$ cat src/rtl/fifo_pkg.sv
// Shared FIFO constants and status bundle.
// Build with FIFO_FWFT_EN defined for first-word-fall-through reads.
package fifo_pkg;

  localparam int DEF_WIDTH = 16;
  localparam int DEF_DEPTH = 8;

  typedef struct packed {
    logic full;
    logic empty;
    logic almostfull;
    logic almostempty;
    logic overflow;
  } fifo_status_t;

endpackage

$ cat src/rtl/fifo_mem.sv
// FIFO storage: one synchronous write port,
// one asynchronous read port, no reset on the array.
module fifo_mem #(
  parameter int WIDTH = 16,
  parameter int DEPTH = 8,
  parameter int AW    = $clog2(DEPTH)
) (
  input  logic             clk,
  input  logic             we,
  input  logic [AW-1:0]    waddr,
  input  logic [WIDTH-1:0] wdata,
  input  logic [AW-1:0]    raddr,
  output logic [WIDTH-1:0] rdata
);

  logic [WIDTH-1:0] mem [DEPTH];

  always_ff @(posedge clk) begin
    if (we) mem[waddr] <= wdata;
  end

  assign rdata = mem[raddr];

endmodule

$ cat src/rtl/param_fifo.sv
// Parameterised synchronous FIFO with status flags.
// FIFO_FWFT_EN selects first-word-fall-through output.
module param_fifo
  import fifo_pkg::*;
#(
  parameter int FIFO_WIDTH = DEF_WIDTH,
  parameter int FIFO_DEPTH = DEF_DEPTH,
  parameter int AF_THRESH  = FIFO_DEPTH - 1,
  parameter int AE_THRESH  = 1
) (
  input  logic                        clk,
  input  logic                        rst_n,
  input  logic [FIFO_WIDTH-1:0]       data_in,
  input  logic                        wr_en,
  input  logic                        rd_en,
  input  logic                        flush,
  output logic [FIFO_WIDTH-1:0]       data_out,
  output logic                        wr_ack,
  output logic                        overflow,
  output logic                        underflow,
  output logic                        full,
  output logic                        empty,
  output logic                        almostfull,
  output logic                        almostempty,
  output logic [$clog2(FIFO_DEPTH):0] count
);

  localparam int AW = $clog2(FIFO_DEPTH);
  localparam int CW = AW + 1;
  localparam logic [CW-1:0] DEPTH_C = CW'(FIFO_DEPTH);
  localparam logic [CW-1:0] AF_C    = CW'(AF_THRESH);
  localparam logic [CW-1:0] AE_C    = CW'(AE_THRESH);

  logic [AW-1:0]         wr_ptr, rd_ptr;
  logic [CW-1:0]         cnt_q;
  logic [FIFO_WIDTH-1:0] head;
  logic                  wr_ok, rd_ok;
  logic                  ack_q, ovf_q, udf_q;
  fifo_status_t          st;

  always_comb begin
    st             = '0;
    st.full        = (cnt_q == DEPTH_C);
    st.empty       = (cnt_q == '0);
    st.almostfull  = (cnt_q >= AF_C) && !st.full;
    st.almostempty = (cnt_q <= AE_C) && !st.empty;
    st.overflow    = ovf_q;
  end

  // Flush wins over both requests; full/empty gate each side independently.
  assign wr_ok = wr_en && !st.full && !flush;
  assign rd_ok = rd_en && !st.empty && !flush;

  fifo_mem #(
    .WIDTH (FIFO_WIDTH),
    .DEPTH (FIFO_DEPTH),
    .AW    (AW)
  ) u_mem (
    .clk   (clk),
    .we    (wr_ok),
    .waddr (wr_ptr),
    .wdata (data_in),
    .raddr (rd_ptr),
    .rdata (head)
  );

  always_ff @(posedge clk or negedge rst_n) begin
    if (!rst_n) begin
      wr_ptr <= '0;
      rd_ptr <= '0;
      cnt_q  <= '0;
      ack_q  <= 1'b0;
      ovf_q  <= 1'b0;
      udf_q  <= 1'b0;
    end else if (flush) begin
      wr_ptr <= '0;
      rd_ptr <= '0;
      cnt_q  <= '0;
      ack_q  <= 1'b0;
      ovf_q  <= 1'b0;
      udf_q  <= 1'b0;
    end else begin
      ack_q <= wr_ok;
      ovf_q <= wr_en && st.full;
      udf_q <= rd_en && st.empty;
      if (wr_ok) wr_ptr <= wr_ptr + AW'(1);
      if (rd_ok) rd_ptr <= rd_ptr + AW'(1);
      unique case (1'b1)
        wr_ok && !rd_ok: cnt_q <= cnt_q + CW'(1);
        rd_ok && !wr_ok: cnt_q <= cnt_q - CW'(1);
        default:         cnt_q <= cnt_q;
      endcase
    end
  end

`ifdef FIFO_FWFT_EN
  assign data_out = st.empty ? '0 : head;
`else
  logic [FIFO_WIDTH-1:0] dout_q;

  always_ff @(posedge clk or negedge rst_n) begin
    if (!rst_n)     dout_q <= '0;
    else if (rd_ok) dout_q <= head;
  end

  assign data_out = dout_q;
`endif

  assign wr_ack      = ack_q;
  assign overflow    = st.overflow;
  assign underflow   = udf_q;
  assign full        = st.full;
  assign empty       = st.empty;
  assign almostfull  = st.almostfull;
  assign almostempty = st.almostempty;
  assign count       = cnt_q;

endmodule

$ cat config.mk
export PLATFORM = sky130hd
export DESIGN_NAME = param_fifo
export DESIGN_NICKNAME = d
export VERILOG_FILES = /design/src/rtl/fifo_pkg.sv /design/src/rtl/fifo_mem.sv /design/src/rtl/param_fifo.sv
export SDC_FILE = /design/constraint.sdc
export NUM_CORES = 1
export LEC_CHECK = 0
export BUFFER_PORTS_ARGS = -buffer_cell sky130_fd_sc_hd__buf_2
export CAP_MARGIN = 20
export CELL_PAD_IN_SITES_DETAIL_PLACEMENT = 0
export CELL_PAD_IN_SITES_GLOBAL_PLACEMENT = 1
export CORE_UTILIZATION = 30
export CTS_CLUSTER_SIZE = 10
export DETAILED_ROUTE_END_ITERATION = 8
export GPL_TIMING_DRIVEN = 0
export PLACE_DENSITY = 0.51
export SYNTH_ARGS = -nofsm -noshare
export SYNTH_HDL_FRONTEND = slang
export SYNTH_HIERARCHICAL = 1
export SYNTH_SLANG_ARGS = --single-unit
$ cat constraint.sdc
create_clock -name clk -period 3.07 [get_ports clk]
set_input_delay 0.307 -clock clk [delete_from_list [all_inputs] [get_ports clk]]
set_output_delay 0.307 -clock clk [all_outputs]
set_load 0.05 [all_outputs]
==> impl_metrics.yaml <==
outcome:
  outcome: "complete, but fails checks"
  violations: "negative hold slack"
job:
  drv_cap: 0
sta:
  hold_viol: 29
  skew_ns: 0.0177
  fin_crit_sh: 0.933
  slew_violations: 0
  fmax_mhz: 349
  rsz0062_at_grt: "no"
  setup_viol_count_final: 0
  worst_pin_slew_ns: 0.827
  slew_headroom: 0.449
  min_period_ns: 2.86
  hold_slack_ns: -0.0167
  worst_slack_ns: 0.206
  fin_setup_tns_ns: 0
yosys:
  ys.warnings.count: 6
  synth_area_sq_um: 6390
  syn-num-nets: 340
  ys_ff_latch: 157
  syn_inst: 314
  yosys.cell_types.count: 40
  ys_seq_area_frac: 0.715
  avgSynthCellArea_sq_um: 20.3
floorplan:
  initial_utilization: 0.305
  fp.coreArea_sq_um: 21000
  die_h_um: 148
  dieWidth_um: 148
  pin_count: 48
  die-area_sq_um: 21900
  fp-row-count: 53
layout:
  final_nets: 414
  utilization: 0.371
  final_cell_mix: "128 x edfxtp_1, 47 x buf_2, 29 x dfrtp_1"
  mostFrequentLayoutCell: "edfxtp_1"
  syn_to_final_growth_pct: 21.8
  diodes: 0
  n_fill_cell: 1987
  layout-drive-gt1-share: 0.360
setup_path:
  crit_chain: "inv_1 -> ha_1 -> buf_4 -> nand3b_1 -> nand2_1 -> nor2_2 -> nand2b_1 -> nor2_2 -> buf_16"
  critPathSlowestCell: "nor2_2"
  path_class: "reg -> reg"
  cp_top_family: "simple AND/OR/NAND/NOR gates"
  crit_fanout: 11
  path_buf_inv: 3
  critPathMostFrequentCell: "nor2_2"
  cp-end-kind: "flop"
  arrival_ns: 2.99
  crit_path_start_kind: "flop"
  critPathMaxStageDelay_ns: 0.52
  cp.required_ns: 3.19
drt:
  first_iter_violations: 216
  via_per_inst: 4.61
  dr.pass1.iters: 4
  routed-via-count: 3109
  avgRoutedWirePerCell_um: 19.5
  ant_nets: 0
  routed_wl_mm: 13.2
  drc: 0
place:
  place_hpwl_mm: 8.51
  gp_congestion: 0.670
  post-place-ws_ns: 0.0566
  numPortBuffers: 46
pwr:
  powerDensity_nw_per_um2: 784
  power_leakage_uw: 0.00273
  pwr-share-comb: 0.258
  pwr-share-seq: 0.421
  clockPowerShare: 0.320
  ir_drop_mv: 0.534
  p_sw_uw: 1890
  p_int_uw: 4210
  sw_frac_of_total: 0.310
  power.total_uw: 6100
clocking:
  clock_sinks: 157
  cts_max_level: 4
  cts_tree: "done"
  cts.reportedPaths.clkPinSlew_ns: 0.06
  cts-hold-fix-buffers: 0
  cts_buffers: 17
  cts_root_buf: "clkbuf_16"
  cts_buffer_depth: 2
  insertion_delay_ns: 0.42
grt:
  grt_pass1_vias: 3292
  grt_use_total: 0.130
  grt_antenna_before_repair: 1
  grt_max_degree: 30
  grt_pass1_wl_mm: 20.1
  gr-total-overflow: 0
worst_hold_path:
  hold_class: "in -> async"
[metal layers]
layer | up-vias | part of all wire | wire (um) | global-route usage
li1 | 1426 | - | - | -
met4 | 2 | 0.016 | 212 | 0.0490
met1 | 1611 | 0.46 | 6090 | 0.166
met5 | - | 0.00061 | 8 | 0
met2 | 56 | 0.49 | 6410 | 0.210
met3 | 14 | 0.035 | 465 | 0.0367
[layout make-up]
class	count	area, sq um	share of cell area
buffer	17	126	0.0162
clock buffer	18	429	0.0551
clock inverter	13	115	0.0148
inverter	6	22.5	0.00289
multi-input combinational	134	1730	0.222
sequential	157	4570	0.587
tap	275	344	0.0442
timing repair buffer	55	445	0.0572
[metrics by stage]
step	cell area (sq um)	hold slack, ns	cells
after floorplan	6400	0.0114	314
after global placement	6980	0.470	635
after detailed placement	7210	0.467	643
after CTS	7760	0.0136	674
after global routing	7780	0.0307	675
final	7780	-0.0167	675
[sequential cells by signal (all words and copies together) (netlist names)]
signal     count
u_mem/mem    128
rd_ptr         3
data_out      16
wr_ptr         3
overflow       1
underflow      1
count          4
wr_ack         1
[Yosys cell counts]
library cell / count / share of area
buf_1: 4 / 0.0023
mux4_2: 4 / 0.014
nand3b_1: 3 / 0.0035
buf_4: 2 / 0.0023
nand4_1: 1 / 0.00098
a211o_1: 1 / 0.0014
nor2_1: 14 / 0.0082
or3_1: 1 / 0.00098
edfxtp_1: 128 / 0.60
o2111ai_1: 1 / 0.0014
o21a_1: 1 / 0.0012
nor3b_1: 1 / 0.0012
nor2b_1: 1 / 0.00098
mux2_4: 9 / 0.021
clkbuf_1: 2 / 0.0012
nand3_1: 4 / 0.0031
a21oi_1: 6 / 0.0047
a31oi_1: 1 / 0.00098
mux2i_1: 1 / 0.0016
o21ai_0: 2 / 0.0016
clkbuf_2: 1 / 0.00078
nand2b_1: 3 / 0.0029
or4b_2: 1 / 0.0016
nor4b_1: 1 / 0.0014
or3b_4: 1 / 0.0018
and2_4: 1 / 0.0014
inv_1: 6 / 0.0035
mux2_2: 24 / 0.042
xnor2_1: 1 / 0.0014
nand2_1: 7 / 0.0041
and2b_1: 1 / 0.0012
nor3_1: 3 / 0.0023
mux4_1: 28 / 0.12
xor2_1: 4 / 0.0055
dfrtp_1: 29 / 0.11
ha_1: 5 / 0.0098
a211oi_1: 2 / 0.0023
o211ai_1: 1 / 0.0012
buf_2: 1 / 0.00078
buf_6: 7 / 0.012
[cells by family (layout without fill, tap and decap cells)]
family | Yosys count | count (layout) | synth area share
simple gates | 43 | 43 | 0.0357
flops | 157 | 157 | 0.715
buf+inv | 23 | 109 | 0.0233
fa+ha+maj | 5 | 5 | 0.00979
xor+xnor | 5 | 5 | 0.00686
compound gates | 15 | 15 | 0.0147
mux | 66 | 66 | 0.194
[worst paths after layout]
kind | startpoint | endpoint | cells after the start | slack [ns]
worst max-delay path | count[1]$_DFFE_PN0P_ | u_mem/mem[2][14]$_DFFE_PP_ | 9 | 0.21
worst min-delay path | rst_n | overflow$_DFF_PN0_ | 1 | -0.02
worst max register to register | count[1]$_DFFE_PN0P_ | u_mem/mem[2][14]$_DFFE_PP_ | 9 | 0.21
worst min register to register | data_out[14]$_DFFE_PN0P_ | data_out[14]$_DFFE_PN0P_ | 1 | 0.50
max in group asynchronous | rst_n | data_out[12]$_DFFE_PN0P_ | 1 | 2.57
min in group clk | flush | wr_ack$_DFF_PN0_ | 2 | 0.15
[what timing repair did]
action,CTS,global route
endpoints found under the setup margin,0,78
resized for setup,0,4
setup buffers,0,1
[power by group through the flow]
stage                     sequential [uW]  clock, uW  combinational, uW
final                                2570       1960               1580
after global routing                 2590       2100               1680
after CTS                            2580       2020               1600
after detailed placement             2620          0               1600
after global placement               2610          0               1560
after floorplan                      3040          0                772
Power figures use the tool's default switching activity.
